## config.mk

```make
export PLATFORM = sky130hd
export DESIGN_NAME = div_sequencer
export DESIGN_NICKNAME = d
export VERILOG_FILES = /design/src/rtl/div_pkg.sv /design/src/rtl/div_iter.sv /design/src/rtl/div_sequencer.sv
export SDC_FILE = /design/constraint.sdc
export NUM_CORES = 1
export LEC_CHECK = 0
export CORE_MARGIN = 5
export CORE_UTILIZATION = 33
export DETAILED_ROUTE_END_ITERATION = 7
export SYNTH_ARGS = -nofsm -noshare
export SYNTH_HDL_FRONTEND = slang
export SYNTH_SLANG_ARGS = --single-unit
```

## constraint.sdc

```tcl
create_clock -name clk -period 14.6 [get_ports clk]
set_input_delay 1.46 -clock clk [delete_from_list [all_inputs] [get_ports clk]]
set_output_delay 1.46 -clock clk [all_outputs]
set_load 0.02 [all_outputs]
```

## src/rtl/div_pkg.sv

```systemverilog
// Shared definitions for the multi-cycle divide controller and its datapath step.
package div_pkg;

  localparam int DIV_WIDTH = 32;
  localparam int DIV_ITERS = DIV_WIDTH;

  typedef enum logic [1:0] {
    ST_IDLE = 2'd0,
    ST_CALC = 2'd1,
    ST_SIGN = 2'd2,
    ST_DONE = 2'd3
  } div_state_e;

endpackage

```

## src/rtl/div_iter.sv

```systemverilog
// One combinational radix-2 restoring step on {rem, quo} against the divisor magnitude.
module div_iter
  import div_pkg::*;
#(
  parameter int WIDTH = DIV_WIDTH
) (
  input  logic [WIDTH-1:0] rem_i,
  input  logic [WIDTH-1:0] quo_i,
  input  logic [WIDTH-1:0] babs_i,
  output logic [WIDTH-1:0] rem_o,
  output logic [WIDTH-1:0] quo_o
);

  logic [WIDTH:0] shifted_rem;
  logic [WIDTH:0] trial;

  // The bit shifted out of rem is kept as bit WIDTH so unsigned divisors near 2^WIDTH still work.
  assign shifted_rem = {rem_i, quo_i[WIDTH-1]};
  assign trial       = shifted_rem - {1'b0, babs_i};

  always_comb begin
    rem_o = shifted_rem[WIDTH-1:0];
    quo_o = {quo_i[WIDTH-2:0], 1'b0};
    if (!trial[WIDTH]) begin
      rem_o    = trial[WIDTH-1:0];
      quo_o[0] = 1'b1;
    end
  end

endmodule

```

## src/rtl/div_sequencer.sv

```systemverilog
// DIV/DIVU controller: latches operand magnitudes, iterates restoring division,
// applies sign fix-up and publishes HI (remainder) / LO (quotient), stalling the pipe meanwhile.
module div_sequencer
  import div_pkg::*;
#(
  parameter int WIDTH = DIV_ITERS
) (
  input  logic             clk,
  input  logic             rst,
  input  logic             start_i,
  input  logic             signed_i,
  input  logic [WIDTH-1:0] a_i,
  input  logic [WIDTH-1:0] b_i,
  input  logic             cancel_i,
  output logic             stall_o,
  output logic             busy_o,
  output logic             done_o,
  output logic [WIDTH-1:0] hi_o,
  output logic [WIDTH-1:0] lo_o
);

  localparam int CNT_W = $clog2(WIDTH) + 1;

  div_state_e       state_q, state_d;
  logic [CNT_W-1:0] cnt_q, cnt_d;
  logic [WIDTH-1:0] rem_q, rem_d;
  logic [WIDTH-1:0] quo_q, quo_d;
  logic [WIDTH-1:0] babs_q, babs_d;
  logic             qsign_q, qsign_d;
  logic             rsign_q, rsign_d;
  logic [WIDTH-1:0] hi_q, hi_d;
  logic [WIDTH-1:0] lo_q, lo_d;
  logic             busy_q, busy_d;
  logic             done_q, done_d;

  logic             a_neg, b_neg;
  logic [WIDTH-1:0] a_abs, b_abs;
  logic [WIDTH-1:0] iter_rem, iter_quo;

  assign a_neg = signed_i & a_i[WIDTH-1];
  assign b_neg = signed_i & b_i[WIDTH-1];
  assign a_abs = a_neg ? -a_i : a_i;
  assign b_abs = b_neg ? -b_i : b_i;

  div_iter #(.WIDTH(WIDTH)) u_iter (
    .rem_i  (rem_q),
    .quo_i  (quo_q),
    .babs_i (babs_q),
    .rem_o  (iter_rem),
    .quo_o  (iter_quo)
  );

  always_comb begin
    state_d = state_q;
    cnt_d   = cnt_q;
    rem_d   = rem_q;
    quo_d   = quo_q;
    babs_d  = babs_q;
    qsign_d = qsign_q;
    rsign_d = rsign_q;
    hi_d    = hi_q;
    lo_d    = lo_q;

    case (state_q)
      ST_IDLE: begin
        if (start_i && !cancel_i) begin
          babs_d  = b_abs;
          qsign_d = a_neg ^ b_neg;
          rsign_d = a_neg;
          rem_d   = '0;
          quo_d   = a_abs;
          cnt_d   = '0;
          if (b_i == '0) begin
            hi_d    = a_i;
            lo_d    = '1;
            state_d = ST_DONE;
          end else begin
            state_d = ST_CALC;
          end
        end
      end
      ST_CALC: begin
        rem_d = iter_rem;
        quo_d = iter_quo;
        cnt_d = cnt_q + 1'b1;
        if (cnt_q == CNT_W'(WIDTH - 1)) begin
          state_d = ST_SIGN;
        end
      end
      ST_SIGN: begin
        lo_d    = qsign_q ? -quo_q : quo_q;
        hi_d    = rsign_q ? -rem_q : rem_q;
        cnt_d   = '0;
        state_d = ST_DONE;
      end
      ST_DONE: begin
        state_d = ST_IDLE;
      end
    endcase

    // A flush abandons the operation without touching the published results.
    if (cancel_i) begin
      state_d = ST_IDLE;
      cnt_d   = '0;
      hi_d    = hi_q;
      lo_d    = lo_q;
    end

    busy_d = (state_d != ST_IDLE);
    done_d = (state_d == ST_DONE);
  end

  always_ff @(posedge clk or posedge rst) begin
    if (rst) begin
      state_q <= ST_IDLE;
      cnt_q   <= '0;
      rem_q   <= '0;
      quo_q   <= '0;
      babs_q  <= '0;
      qsign_q <= 1'b0;
      rsign_q <= 1'b0;
      hi_q    <= '0;
      lo_q    <= '0;
      busy_q  <= 1'b0;
      done_q  <= 1'b0;
    end else begin
      state_q <= state_d;
      cnt_q   <= cnt_d;
      rem_q   <= rem_d;
      quo_q   <= quo_d;
      babs_q  <= babs_d;
      qsign_q <= qsign_d;
      rsign_q <= rsign_d;
      hi_q    <= hi_d;
      lo_q    <= lo_d;
      busy_q  <= busy_d;
      done_q  <= done_d;
    end
  end

  assign stall_o = ~cancel_i & ~rst &
                   (((state_q == ST_IDLE) & start_i) | (state_q == ST_CALC) | (state_q == ST_SIGN));
  assign busy_o  = busy_q;
  assign done_o  = done_q;
  assign hi_o    = hi_q;
  assign lo_o    = lo_q;

endmodule

```

# Word-level counts from Yosys, hierarchy flattened
# Cells that the tools add are included.
totals:
  input_bits: 69
  ff_bits: 172
  elab_cells: 71
  out_inout_bits: 67
op_classes:
  bitwise_logic: 10
  n_reduce_logical: 12
  n_eq_ne: 8
  n_mux: 24
  n_addsub: 6
ops:
  columns: ["cell", "count"]
  rows:
  - ["32-bit two-way mux", 11]
  - ["32-bit case mux with 2 select lines", 4]
  - ["32-bit negator", 4]
  - ["33-bit by 32-bit subtractor with 33-bit output", 1]
  - ["32-bit logical NOT", 1]
  - ["6-bit case mux with 3 select lines", 1]
  - ["6-bit two-way mux", 2]
  - ["2-bit two-way mux", 4]
  - ["2-bit case mux with 4 select lines", 1]
  - ["6-bit by 1-bit adder with 6-bit output (second input constant)", 1]
  - ["2-bit == test (second input constant)", 3]
  - ["6-bit by 5-bit == test with 1-bit output (second input constant)", 1]
  - ["2-bit AND reduction", 3]
  - ["2-bit nonzero test", 3]
  - ["1-bit bitwise AND", 5]
  - ["2-bit != test (second input constant)", 2]
  - ["4-bit AND reduction", 1]
  - ["4-bit nonzero test", 1]
  - ["3-bit != test (second input constant)", 1]
  - ["2-bit by 1-bit == test with 1-bit output (second input constant)", 1]
  - ["2-bit logical NOT", 1]
  - ["1-bit inverter", 2]
  - ["1-bit bitwise OR", 2]
  - ["1-bit logical AND", 1]
  - ["other kinds (3)", 3]

# Logic depth before layout (Yosys ltp)
logic_depth:
  depth_word: 6
  ltp_mapped: 13
  depth_no_buf: 11

# By module
# Synthesis repeated with hierarchy kept, for this count alone.
hier_totals:
  hier_cells: 1484
  hier_area_um2: 12375.6
by_module_without_submodules:
  columns: ["mod", "seq_area_each_um2", "area_each_um2", "cells_per_inst", "instances"]
  rows:
  - ["div_sequencer", 4304.1, 9887.0, 1142, 1]
  - ["div_iter", 0.0, 2488.6, 342, 1]

# Least setup slack after synthesis
# OpenSTA, ideal clock, no wires.
synth_path:
  path_kind: "in2reg"
  start: "input b_i[17]"
  end: "register lo_q[10], in the netlist lo_o[10]"
  setup_ns: 0.082
  n_path_buf: 2
  cell_stages: 9
  setup_slack_ns: 10.648
  arrival_ns: 3.870
  t_required_ns: 14.518
  path_cell_list: "or4_1 nor4_1 or3b_2 nor2_1 a31o_2 buf_2 buf_1 nor2_1 a31oi_1"
synth_between:
  elab_chain_len: 3
synth_lines:
  columns: ["element", "line", "source"]
  rows:
  - ["start, declared", "div_sequencer.sv:13", "input logic [WIDTH-1:0] b_i,"]
  - ["32-bit logical NOT", "div_sequencer.sv:73", "if (b_i == '0) begin"]
  - ["2-bit != test (no source line)", null, null]
  - ["4-bit AND reduction (no source line)", null, null]
  - ["end signal, assigned", "div_sequencer.sv:135", "lo_q <= lo_d;"]
  - ["end, declared", "div_sequencer.sv:32", "logic [WIDTH-1:0] lo_q, lo_d;"]
# No other way between the ends.
# A chain may end at the register's enable or synchronous reset.

# Worst setup path after layout
layout_path:
  start: "input b_i[17]"
  end: "register lo_q[30], in the netlist lo_o[30]"
# Same word-level chain as after synthesis.

==> impl_metrics.tcl <==
set metrics [dict create \
    port_buffers 135 \
    fin_crit_ns 5.455 \
    diodes 0 \
    fin_nets 1614 \
    criticalPathCategory "primary input to register" \
    core_um2 35310 \
    vias_per_cell 5.202 \
    post-dp-hpwl_um 24580 \
    final_design_area_no_fill_um2 14020 \
    ant_nets 0 \
    syn_inst 1422 \
    dp_cells 1946 \
    critical_path_depth 9 \
    grt_max_degree 94 \
    dieArea_um2 39290 \
    insertion_delay_ns 0.43 \
    power.internal_mw 1.386 \
    preCtsSetupSlack_ns 8.744 \
    numCtsBuffers 17 \
    finClkSkew_ns 0.01061 \
    slowest_delay_ns 0.63 \
    synth-edff-count 0 \
    rows 69 \
    start_util_pct 33.11 \
    postPlaceCellArea_um2 13420 \
    ioPinCount 136 \
    clock_tree.root_cell "clkbuf_16" \
    dieWidth_um 198.2 \
    min_period_over_period_pct 37.37 \
    grt_pass1_vias 9778 \
    layoutNonFillerInstCount 1978 \
    synth.distinct_cells 66 \
    rsz0062_at_grt "no" \
    reg2reg_to "rem_q[15]" \
    cts-resized-gates 0 \
    cts_sinks 172 \
    p_sw_share_pct 43.75 \
    antenna_found_initial 0 \
    cp_max_fo 56 \
    h-tree-depth 4 \
    critical_path.top_delay_family "simple AND/OR/NAND/NOR gates" \
    route.vias.total 10290 \
    cts_tree "done" \
    drtIter0Drc 615 \
    cp_num_buf_inv 2 \
    power.leakage_nw 5.756 \
    routedWlPerCell_um 16.32 \
    drv_cap 0 \
    report.final.hold_viol_count 0 \
    grt-ovfl-total 0 \
    critPathLaunch "b_i[17]" \
    place_congestion 0.8574 \
    crit_path_start_kind "primary input" \
    final.setup.tns_ns 0 \
    remaining_drc_errors 0 \
    slew_viol_final 0 \
    holdCritPathClass "register to register" \
    synth-warning-count 0 \
    reg2regPathDepth 8 \
    post_cts_buffers 0 \
    cp_data_required_time_ns 14.92 \
    syn_area_per_cell_um2 8.222 \
    grt.total_usage_pct 16.31 \
    timing.critical_path.slowest_stage_cell "nand2_1" \
    outcome "finished clean" \
    fin_ws_ns 9.145 \
    fillCellCount 3533 \
    path_cells "clkdlybuf4s50_1 > or4_1 > nor4_1 > or3b_2 > nor2_1 > a31o_2 > buf_4 > nand2_1 > o22a_1" \
    power.density_nw_per_um2 175.8 \
    drt-pass1-iter-count 5 \
    clkSlewWorstSetupHoldPaths_ns 0.07 \
    synth-seq-area-share_pct 36.82 \
    area_growth_pct 19.88 \
    ff2ff_setup_slack_ns 10.96 \
    relSlewSlack_pct 24.97 \
    synth_nets 1532 \
    cts_hold_buf 0 \
    cp-end-kind "register" \
    clockBufferDepth 2 \
    power.switching_mw 1.078 \
    power.total_mw 2.464 \
    crit_path_end "lo_o[30]" \
    dieHeight_um 198.2 \
    fmax_mhz 183.3 \
    crit_arrival_ns 5.78 \
    combPwrFrac_pct 48.3 \
    dominantRegCellSynth "dfrtp_1" \
    setup_violations 0 \
    synth_area_um2 11690 \
    synth_seq_cells 172 \
    p_seq_share_pct 33.1 \
    async_flop_share_pct 100.0 \
    grt_pass1_wl_um 52210 \
    wl_um 32290 \
    ir_drop_v 0.00008994 \
    r2r-start "state_q[1]" \
    clock_power_share_pct 18.6 \
    layout-drive-gt1-share_pct 4.351 \
    worst_slew_pin_slew_ns 1.122 \
]
==> cells by family after synthesis <==
| logic type | share of synthesized area [%] |
|---|---|
| AND/OR/NAND/NOR | 18.84 |
| adder cells (fa/ha/maj) | 4.452 |
| flip-flops | 36.82 |
| buffers and inverters | 4.538 |
| XOR/XNOR | 10.56 |
| multiplexers | 1.573 |
| AO/OA/AOI/OAI | 23.22 |
==> worst reg2reg max path, cell delays in order (launching register included) <==
cell and delay [ns]:
dfrtp_1 0.39, inv_1 0.14, ha_1 0.41, nand2_2 0.70, o21ai_0 0.29, buf_4 0.26
nand2_1 0.51, or4_1 0.68, o211ai_1 0.16
==> per-stage QoR <==
| stage | utilization [%] | hold WS, ns |
|---|---|---|
| finish | 39.69 | 0.4797 |
| global route | 39.69 | 0.5061 |
| CTS | 39.69 | 0.4862 |
| detailed placement | 38.01 | 0.4666 |
| global placement | 38.01 | 0.4628 |
| floorplan | - | 0.4498 |
==> metal layers <==
layer | vias up | track usage (%) | part of all wire, %
met1 | 4786 | 23.55 | 49
met3 | 32 | 2.059 | 4.2
met5 | - | 0 | 0
met2 | 211 | 25.92 | 45
li1 | 5261 | - | -
met4 | 0 | 4.285 | 1.9
==> worst min path at each step <==
stage                    start    endpoint  slack, ns  cells after the start
floorplan           babs_q[10]  babs_q[10]       0.45                      2
global placement    babs_q[27]  babs_q[27]       0.46                      2
detailed placement     hi_o[8]     hi_o[8]       0.47                      2
CTS                    hi_o[8]     hi_o[8]       0.49                      2
global route         babs_q[5]   babs_q[5]       0.51                      2
finish              babs_q[18]  babs_q[18]       0.48                      2
==> layout make-up <==
type / instances / area [um2] / share of cell area, %
clock buffers: 18 / 439.2 / 3.133
clock inverters: 14 / 156.4 / 1.116
inverters: 58 / 222.7 / 1.589
multi-input cells: 1110 / 6890 / 49.16
flip-flops and latches: 172 / 4304 / 30.71
well taps: 461 / 576.8 / 4.115
repair buffers: 145 / 1426 / 10.18
==> layout by cell type (no fill, tap or decap), drive strengths merged, types with 15 or more instances in the layout <==
| cell | count |
|---|---|
| o211ai | 18 |
| mux2i | 15 |
| o21ai | 178 |
| xor2 | 81 |
| clkdlybuf4s50 | 135 |
| o311ai | 15 |
| dfrtp | 172 |
| nand2b | 21 |
| ha | 40 |
| o31ai | 33 |
| xnor2 | 60 |
| o22a | 16 |
| nor2 | 99 |
| nand2 | 191 |
| a21oi | 90 |
| inv | 64 |
| a31oi | 26 |
| clkbuf | 18 |
| nor3 | 18 |
| or3 | 24 |
| nand3 | 40 |
==> sequential cells by signal (all words and copies together) (netlist names) <==
name	cells
done_o	1
rsign_q	1
busy_o	1
qsign_q	1
babs_q	32
hi_o	32
lo_o	32
quo_q	32
rem_q	32
state_q	2
cnt_q	6
==> Yosys cell counts (11+ instances only) <==
cell type	instances	area (um2)
o41ai_1	14	122.6
buf_1	13	48.80
nand2_1	191	716.9
mux2i_1	15	150.1
or3_1	23	143.9
nand3_1	40	200.2
ha_1	40	500.5
nor2b_1	11	68.82
o211ai_1	18	135.1
clkbuf_1	67	251.5
nand2b_1	21	131.4
o22a_1	16	140.1
o311ai_0	15	131.4
nor3_1	18	90.09
dfrtp_1	172	4304
a21oi_1	90	450.4
xor2_1	81	709.4
o21ai_0	178	890.9
inv_1	58	217.7
nor2_1	99	371.6
a31oi_1	26	162.7
xnor2_1	60	525.5
o31ai_1	32	240.2
==> power by group through the flow <==
stage | sequential, mW | clock [mW] | combinational (mW)
finish | 0.816 | 0.458 | 1.19
global route | 0.846 | 0.486 | 1.32
CTS | 0.818 | 0.468 | 1.20
detailed placement | 0.828 | 0 | 1.19
global placement | 0.820 | 0 | 1.18
floorplan | 0.870 | 0 | 0.724
Note: power is estimated with default switching activity, not from simulation.
